--- config.mk ---
export PLATFORM = sky130hd
export DESIGN_NAME = sam_rv32i_wb_trace
export DESIGN_NICKNAME = d
export VERILOG_FILES = /design/src/rtl/sam_rv32i_wb_trace.sv
export SDC_FILE = /design/constraint.sdc
export NUM_CORES = 1
export LEC_CHECK = 0
export CORE_UTILIZATION = 60
export DETAILED_ROUTE_END_ITERATION = 10
export GPL_TIMING_DRIVEN = 0
export PLACE_DENSITY = 0.79
export SYNTH_ARGS = -nofsm -noshare
export SYNTH_HDL_FRONTEND = slang
export SYNTH_SLANG_ARGS = --single-unit
--- constraint.sdc ---
create_clock -name clk -period 4.17 [get_ports clk]
set_input_delay 0.834 -clock clk [delete_from_list [all_inputs] [get_ports clk]]
set_output_delay 0.834 -clock clk [all_outputs]
set_load 0.1 [all_outputs]
--- src/rtl/sam_rv32i_wb_trace.sv ---
// Retirement trace buffer for the sam_rv32i core: captures (NPC, WB_OUT) whenever NPC
// changes and offers the entries through a show-ahead valid/ready FIFO.
module sam_rv32i_wb_trace #(
    parameter int DEPTH = 16,
    parameter int AW    = 4
) (
    input  logic          clk,
    input  logic          RN,
    input  logic [31:0]   NPC,
    input  logic [31:0]   WB_OUT,
    input  logic          en,
    output logic          out_valid,
    input  logic          out_ready,
    output logic [31:0]   out_npc,
    output logic [31:0]   out_wb,
    output logic [AW:0]   count,
    output logic          full,
    output logic          empty,
    output logic [15:0]   ovf_cnt
);
    localparam logic [AW:0] DEPTH_CNT = (AW+1)'(DEPTH);

    logic [63:0]   mem [DEPTH];
    logic [AW-1:0] wr_ptr;
    logic [AW-1:0] rd_ptr;
    logic [31:0]   last_npc;
    logic          first;
    logic          cap;
    logic          pop;
    logic          push;

    assign cap       = en & (first | (NPC != last_npc));
    assign pop       = out_valid & out_ready;
    // A full FIFO still accepts when the head leaves on the same edge.
    assign push      = cap & ((count < DEPTH_CNT) | pop);
    assign empty     = (count == '0);
    assign full      = (count == DEPTH_CNT);
    assign out_valid = !empty;
    assign {out_npc, out_wb} = mem[rd_ptr];

    always_ff @(posedge clk) begin
        if (push) begin
            mem[wr_ptr] <= {NPC, WB_OUT};
        end
    end

    always_ff @(posedge clk or negedge RN) begin
        if (!RN) begin
            wr_ptr   <= '0;
            rd_ptr   <= '0;
            count    <= '0;
            ovf_cnt  <= '0;
            last_npc <= '0;
            first    <= 1'b1;
        end else begin
            // last_npc tracks every capture, accepted or dropped, so a stalled NPC drops only once.
            if (cap) begin
                last_npc <= NPC;
                first    <= 1'b0;
            end
            if (push) begin
                wr_ptr <= wr_ptr + 1'b1;
            end
            if (pop) begin
                rd_ptr <= rd_ptr + 1'b1;
            end
            if (push && !pop) begin
                count <= count + 1'b1;
            end else if (!push && pop) begin
                count <= count - 1'b1;
            end
            if (cap && !push && (ovf_cnt != 16'hFFFF)) begin
                ovf_cnt <= ovf_cnt + 1'b1;
            end
        end
    end
endmodule

# After elaboration in Yosys (flattened, before gate mapping)
# Memories as Yosys holds them, arrays and structs flattened.
# Cells that the tools add are included.
# Widths: inputs -> output; s select.
[totals]
out_inout_bits = 88
mem_bits_rw = 1024
inputBits = 68
elab_cells = 34
n_memories = 1
register_bits = 62
[classes]
reduce_logical = 9
n_bitwise = 5
n_mux = 4
eq_ne = 3
addsub = 5
n_lt_le_gt_ge = 1
[memory_table]
columns = ["memory", "depth", "word_bits", "read_ports", "rd_clocked_by_memory_dff", "write_ports", "line", "source"]
rows = [
  ["mem", 16, 64, 1, 0, 1, "23", "logic [63:0] mem [DEPTH];"],
]
[ops]
columns = ["op", "count"]
rows = [
  ["$ne 32x32->1", 1],
  ["$add 16x1->16 const B", 1],
  ["$ne 16x16->1 const B", 1],
  ["$mux 5", 2],
  ["$add 4x1->4 const B", 2],
  ["$add 5x1->5 const B", 1],
  ["$eq 5x5->1 const B", 1],
  ["$logic_not 5->1", 1],
  ["$lt 5x5->1 const B", 1],
  ["$sub 5x1->5 const B", 1],
  ["$logic_and 1x1->1", 4],
  ["$and 1x1->1", 3],
  ["$logic_not 1->1", 3],
  ["$mux 1", 2],
  ["$or 1x1->1", 2],
  ["$reduce_bool 2->1", 1],
]

# Depth between registers and ports, before layout
# Gate-level depths: netlist (run 1).
[depth]
word_depth = 9
mapped_depth = 14
mapped_depth_nobuf = 13

# Worst setup path after synthesis (run 1)
# OpenSTA, ideal clock, no wires.
[synth_path]
path_type = "input to register"
startpoint = "input port en"
endpoint = "memory mem[11][0] (enable)"
path_stages = 5
t_arrival_ps = 3432
required_time_ps = 3741
path_slack_ps = 309
n_path_buf = 2
setup_time_ps = 429
cell_sequence = "clkbuf_1 o31ai_4 nor2_1 buf_2 and3_1"
[synth_via]
elab_chain_cells = 4
[synth_lines]
columns = ["element", "line", "source"]
rows = [
  ["start: declaration", "11", "input logic en,"],
  ["$and 1x1->1", "32", "assign cap = en & (first | (NPC != last_npc));"],
  ["$and 1x1->1", "35", "assign push = cap & ((count < DEPTH_CNT) | pop);"],
  ["named net push", "30", "logic push;"],
  ["$mux 1", "42", "if (push) begin"],
  ["$mux 1 (not written as such)", "43", "mem[wr_ptr] <= {NPC, WB_OUT};"],
  ["end: declaration", "23", ""],
]
# The timed path passes the listed nets, and every way through them passes these cells.

# Worst setup path in the final report (run 1)
[layout_path]
startpoint = "register rd_ptr[1]"
endpoint = "output port out_wb[8]"
[layout_via]
elab_chain_cells = 1
[layout_lines]
columns = ["element", "line", "source"]
rows = [
  ["start: declaration", "25", "logic [AW-1:0] rd_ptr;"],
  ["start signal: assignment", "65", "rd_ptr <= rd_ptr + 1'b1;"],
  ["$mem_v2 16x64", "--", ""],
  ["end: declaration", "15", "output logic [31:0] out_wb,"],
]
# Every way passes these cells.

==> results of run 1 <==
-- metal layers --
layer	wire (um)	part of all wire, %	vias to the layer above	global-route usage (%)
li1	-	-	7816	-
met1	37100	36	10700	40.4
met2	51800	51	1389	49.0
met3	10200	10	236	6.14
met4	3060	3.0	12	10.1
met5	76	0.074	-	0
-- power by group through the flow --
stage,combinational (mW),sequential [mW],clock [mW]
floorplan,10.8,13.7,0
global placement,14.6,13.5,0
detailed placement,14.9,13.4,0
CTS,14.7,13.2,9.34
global route,15.1,13.3,9.74
finish,14.6,13.2,9.28
-- area by class of cell --
cell class                 instances  area (sq um)
sequential                      1086         32300
fill                            3823         20600
tap                              882          1100
timing repair buffer             171          1670
multi-input combinational        520          8890
antenna                            4          10.0
inverter                           5          18.8
clock inverter                    48           455
buffer                            80           588
clock buffer                     141          2870
-- kinds of logic (layout without fill, tap and decap cells) --
kind of cell               count (synthesis)  in the layout  share of synthesized area [%]
and+or+nand+nor                           87             87                           1.14
AOI/OAI and AO/OA                          8              8                          0.148
muxes                                    356            356                           18.4
xor gates and xnor gates                  58             58                           1.22
other                                      0              4                              0
DFF                                     1086           1086                           77.8
adders and majority gates                 11             11                          0.350
buffers and inverters                     85            445                          0.941
-- repair_timing --
item / in CTS / in global routing
endpoints found under the hold margin: 0 / 0
endpoints found under the setup margin: 66 / 27
pin swaps: 0 / 0
resized for setup: 428 / 45
-- per-stage QoR --
stage	area, sq um	setup slack, ps	setup TNS (ps)
2_1_floorplan	41500	309	0
3_3_place_gp	44100	-2660	-2580340
3_5_place_dp	44700	-836	-298400
4_1_cts	47900	19.0	0
5_1_grt	47900	-20.1	-57.4
6_report	47900	25.5	0
-- worst max-delay path: cells and delay by family (launching register included) --
kind	cells	cell delay, ps
buf+inv	3	1330
flops	1	380
mux	2	940
-- layout by cell type (no fill, tap or decap), types with 4 or more instances in the layout --
master,synthesis,layout
clkinv_2,0,15
nor2_1,7,6
buf_6,4,16
ha_1,10,10
dlymetal6s2s_1,0,18
diode_2,0,4
clkbuf_4,0,17
mux2_2,35,35
and3_4,0,16
buf_4,1,14
clkinv_1,0,16
clkdlybuf4s15_2,0,4
mux4_2,320,320
nor3_1,14,14
xnor2_1,11,11
nand3_1,12,12
edfxtp_1,1024,1024
dlygate4sd2_1,0,4
dfrtp_1,61,61
clkinvlp_4,0,5
clkdlybuf4s50_1,0,58
clkbuf_2,0,13
clkbuf_1,39,40
nand4_1,6,6
clkbuf_16,0,108
inv_1,5,5
nand2_1,9,9
nor4_1,10,9
bufinv_16,0,8
xor2_1,47,47
buf_2,30,78
clkbuf_8,0,4
buf_16,0,16
-- worst min path at each step --
stage,slack [ps],from,cells after the start,to
floorplan,470,first,1,first
global placement,480,ovf_cnt[10],1,ovf_cnt[10]
detailed placement,480,ovf_cnt[10],1,ovf_cnt[10]
CTS,250,RN,1,ovf_cnt[12]
global route,300,RN,1,ovf_cnt[12]
finish,250,RN,1,ovf_cnt[10]
-- registers in the layout, summed over array words and instances (netlist names) --
name	cells
ovf_cnt	16
rd_ptr	4
wr_ptr	4
last_npc	32
count	5
first	1
mem	1024
==> impl_metrics.tcl, run 1 <==
set metrics [dict create \
    placed_cells 2744 \
    status "completed" \
    p_leak_nw 15.6 \
    dpl.hpwl_mm 52.1 \
    p_seq_share_pct 35.6 \
    htree_levels 3 \
    final_layout_size_suffix_gt1_share_pct 33.2 \
    num_rows 96 \
    dieWidth_um 265 \
    reg2reg_depth 14 \
    max_freq_ghz 0.241 \
    fin_crit_sh_pct 99.4 \
    place.port_buffers 154 \
    powerDensity_nw_per_um2 776 \
    internal_power_mw 22.8 \
    final-hold-violation-count 0 \
    ctsHoldBuffers 0 \
    p_total_mw 37.2 \
    async_flop_share_pct 5.71 \
    path_class "reg -> out" \
    crit_end "out_wb[8]" \
    reg2reg_from "last_npc[20]" \
    critPathMaxFanout 10 \
    cts_tree "done" \
    nets 2047 \
    holdWs_ps 247 \
    rsz0062_at_grt "true" \
    grt_pass1_wl_mm 146 \
    seq_area_frac_synth_pct 77.8 \
    crit_slowest_cell "buf_1" \
    start_util_pct 60.6 \
    netlist_area_sq_um 41500 \
    core_sq_um 68500 \
    grt_pass1_vias 21200 \
    grt_util_all_layers_pct 29.8 \
    ys_ff_latch 1086 \
    worst_pin_slew_ps 1160 \
    cpPeakStageDelay_ps 730 \
    crit_start "rd_ptr[1]" \
    switching_share_pct 38.7 \
    syn_nets 1770 \
    area_delta_synth_final_pct 15.5 \
    root_buffer "clkbuf_16" \
    numCtsBuffers 104 \
    synth_most_common_cell "edfxtp_1" \
    p_clk_share_pct 25.0 \
    post-route-drc-count 0 \
    synth_largest_area_cell "edfxtp_1" \
    slew_headroom_pct 22.9 \
    synth-edff-count 1024 \
    die_area_sq_um 70200 \
    path_cells "buf_2 > buf_1 > mux4_2 > mux4_2 > buf_2" \
    setup_viol 0 \
    maxCapViolations 0 \
    ys_top_cells_by_count "1024 x edfxtp_1, 320 x mux4_2, 61 x dfrtp_1, 47 x xor2_1, 39 x clkbuf_1" \
    fin_crit_ps 4140 \
    irDropWorstVdd_mv 0.838 \
    instances_no_fill 2937 \
    comb_power_share_pct 39.4 \
    ys_types 34 \
    critPathArrivalTime_ps 3310 \
    r2r-end "count[4]" \
    vias 20200 \
    hp-class "in -> async" \
    wl_mm 102 \
    synth_cells 1691 \
    p_sw_mw 14.4 \
    clk_latency_ps 660 \
    utilization_pct 70.0 \
    grt_max_degree 42 \
    worstPathRequired_ps 3340 \
    slew_viol_final 0 \
    synth_area_leaders "edfxtp_1 74%, mux4_2 17%, dfrtp_1 3.7%, xor2_1 0.99%, mux2_2 0.95%" \
    yosysWarnings 0 \
    gp_congestion 0.802 \
    synthFlopType "edfxtp_1" \
    start_kind "flop" \
    firstDrtPassIters 5 \
    antenna_found_initial 11 \
    r2r_slack_ps 520 \
    vias_per_cell 6.86 \
    setup.worst_path.end_class "output port" \
    postCtsSetupRepairBufs 0 \
    wl_per_cell_um 34.8 \
    antenna_left 0 \
    clock_path_buffers 3 \
    io_pins 156 \
    overflow 0 \
    die_h_um 265 \
    yosys.area.top_type_share_pct 74.1 \
    cts_sinks 1086 \
    syn_avg_cell_area_sq_um 24.5 \
    dr.first_iter.drc_count 2524 \
    clkSlewWorstSetupHoldPaths_ps 70 \
    fin_skew_ps 24.6 \
]
(Power assumes the default switching activity.)
==> inputs of run 2 (changes only) <==
CORE_MARGIN = 2   (was default)
==> run 2 against run 1 <==
  * Cell area rose by 0.10%
  * Flip-flop and latch count did not move
  * Die area is 1.5% higher
  * Global-route usage down 0.24 points
  * Critical path type unchanged
==> impl_metrics.tcl, run 2 (synthesis gave the netlist of run 1 again) <==
set metrics [dict create \
    maxCapViolations 0 \
    numCtsBuffers 102 \
    cts_sinks 1086 \
    p_total_mw 37.1 \
    fin_crit_ps 4100 \
    overflow 0 \
    wl_met3_mm 9.89 \
    setup_viol 0 \
    crit_family "buffers and inverters" \
    max_freq_ghz 0.244 \
    mostFrequentLayoutCells "1024 x edfxtp_1, 320 x mux4_2, 105 x clkbuf_16" \
    root_buffer "clkbuf_16" \
    wirelength_met1_mm 36.1 \
    firstDrtPassIters 5 \
    irDropWorstVdd_mv 0.749 \
    instances_no_fill 2984 \
    vias_per_cell 6.73 \
    clkSlewWorstSetupHoldPaths_ps 60 \
    worstPathRequired_ps 3340 \
    layout_setup_ws_ps 68.6 \
    utilization_pct 69.9 \
    setup_tns_ps 0 \
    cpPeakStageDelay_ps 530 \
    holdWs_ps 210 \
    dr.first_iter.drc_count 2865 \
    clk_latency_ps 670 \
    reg.largest.list "mem: 1024 flops, last_npc: 32 flops, ovf_cnt: 16 flops" \
    dr.max_layer_used "met5" \
    vias 20100 \
    post-route-drc-count 0 \
    dpl.hpwl_mm 52.5 \
    clock_path_buffers 3 \
    final_area_sq_um 48000 \
    path_class "reg -> out" \
    final_layout_size_suffix_gt1_share_pct 33.1 \
    reg2reg_from "last_npc[20]" \
    core_sq_um 68600 \
    grt_max_degree 47 \
    worst_pin_slew_ps 1180 \
    path_cells "buf_2 > clkbuf_4 > buf_2 > mux4_2 > mux4_2 > buf_2" \
    die_area_sq_um 71300 \
    wl_per_cell_um 34.0 \
    place.port_buffers 154 \
    fill_cells 3857 \
    antenna_left 0 \
    final-hold-violation-count 0 \
    powerDensity_nw_per_um2 773 \
    dieWidth_um 267 \
    io_pins 156 \
    crit_slowest_cell "mux4_2" \
    fin_crit_sh_pct 98.4 \
    r2r-end "count[4]" \
    cts_tree "done" \
    place_area_sq_um 44700 \
    r2r_slack_ps 490 \
    grt_util_all_layers_pct 29.5 \
    htree_levels 3 \
    crit_end "out_npc[31]" \
    path_common_cell "buf_2" \
    path_depth 6 \
    largest_register_ffs 1024 \
    rsz0062_at_grt "false" \
    start_kind "flop" \
    grt_pass1_vias 21400 \
    critPathMaxFanout 10 \
    slew_headroom_pct 21.0 \
    place_ws_ps -921 \
    status "completed" \
    regMostFlops "mem" \
    start_util_pct 60.5 \
    path_buf_inv 4 \
    gp_congestion 0.796 \
    nets 2045 \
    area_delta_synth_final_pct 15.6 \
    slew_viol_final 0 \
    placed_cells 2793 \
    hp-class "in -> async" \
    die_h_um 267 \
    grt_pass1_wl_mm 147 \
    critPathArrivalTime_ps 3270 \
    wl_met2_mm 52.4 \
    setup.worst_path.end_class "output port" \
    p_leak_nw 15.7 \
    fin_skew_ps 19.3 \
    reg2reg_depth 14 \
    crit_start "rd_ptr[1]" \
    wl_mm 101 \
    final_common_cell "edfxtp_1" \
    num_rows 96 \
    antenna_found_initial 9 \
]
-- run 2: worst min path at each step --
| stage | from | to | depth (start not counted) |
|---|---|---|---|
| floorplan | first | first | 1 |
| global placement | ovf_cnt[10] | ovf_cnt[10] | 1 |
| detailed placement | first | first | 1 |
| CTS | RN | ovf_cnt[10] | 1 |
| global route | RN | ovf_cnt[10] | 1 |
| finish | RN | ovf_cnt[10] | 1 |
-- run 2: layout make-up --
type                    instances  area, sq um  area share (%)
well taps                     931         1160            2.43
clock inverters                55          478           0.997
diodes                          2         5.00          0.0104
multi-input cells             520         8890            18.5
repair buffers                171         1690            3.52
inverters                       5         18.8          0.0391
flip-flops and latches       1086        32300            67.4
clock buffers                 134         2770            5.77
plain buffers                  80          642            1.34
-- run 2: where the power goes --
part | internal, mW | switching (mW)
clock network | 5.16 | 3.97
logic | 4.63 | 10.1
registers | 12.9 | 0.343
total | 22.7 | 14.4
-- run 2: timing repair --
| item | CTS | global route |
|---|---|---|
| hold buffers | 0 | 0 |
| buffers inserted | 0 | 0 |
| cloned | 0 | 0 |
| endpoints found under the setup margin | 66 | 66 |
| resized for setup | 418 | 68 |
-- run 2: per-layer routing --
layer	up-vias	track usage, %
li1	7810	-
met1	10700	39.9
met2	1366	49.4
met3	224	5.40
met4	14	10.2
met5	-	0
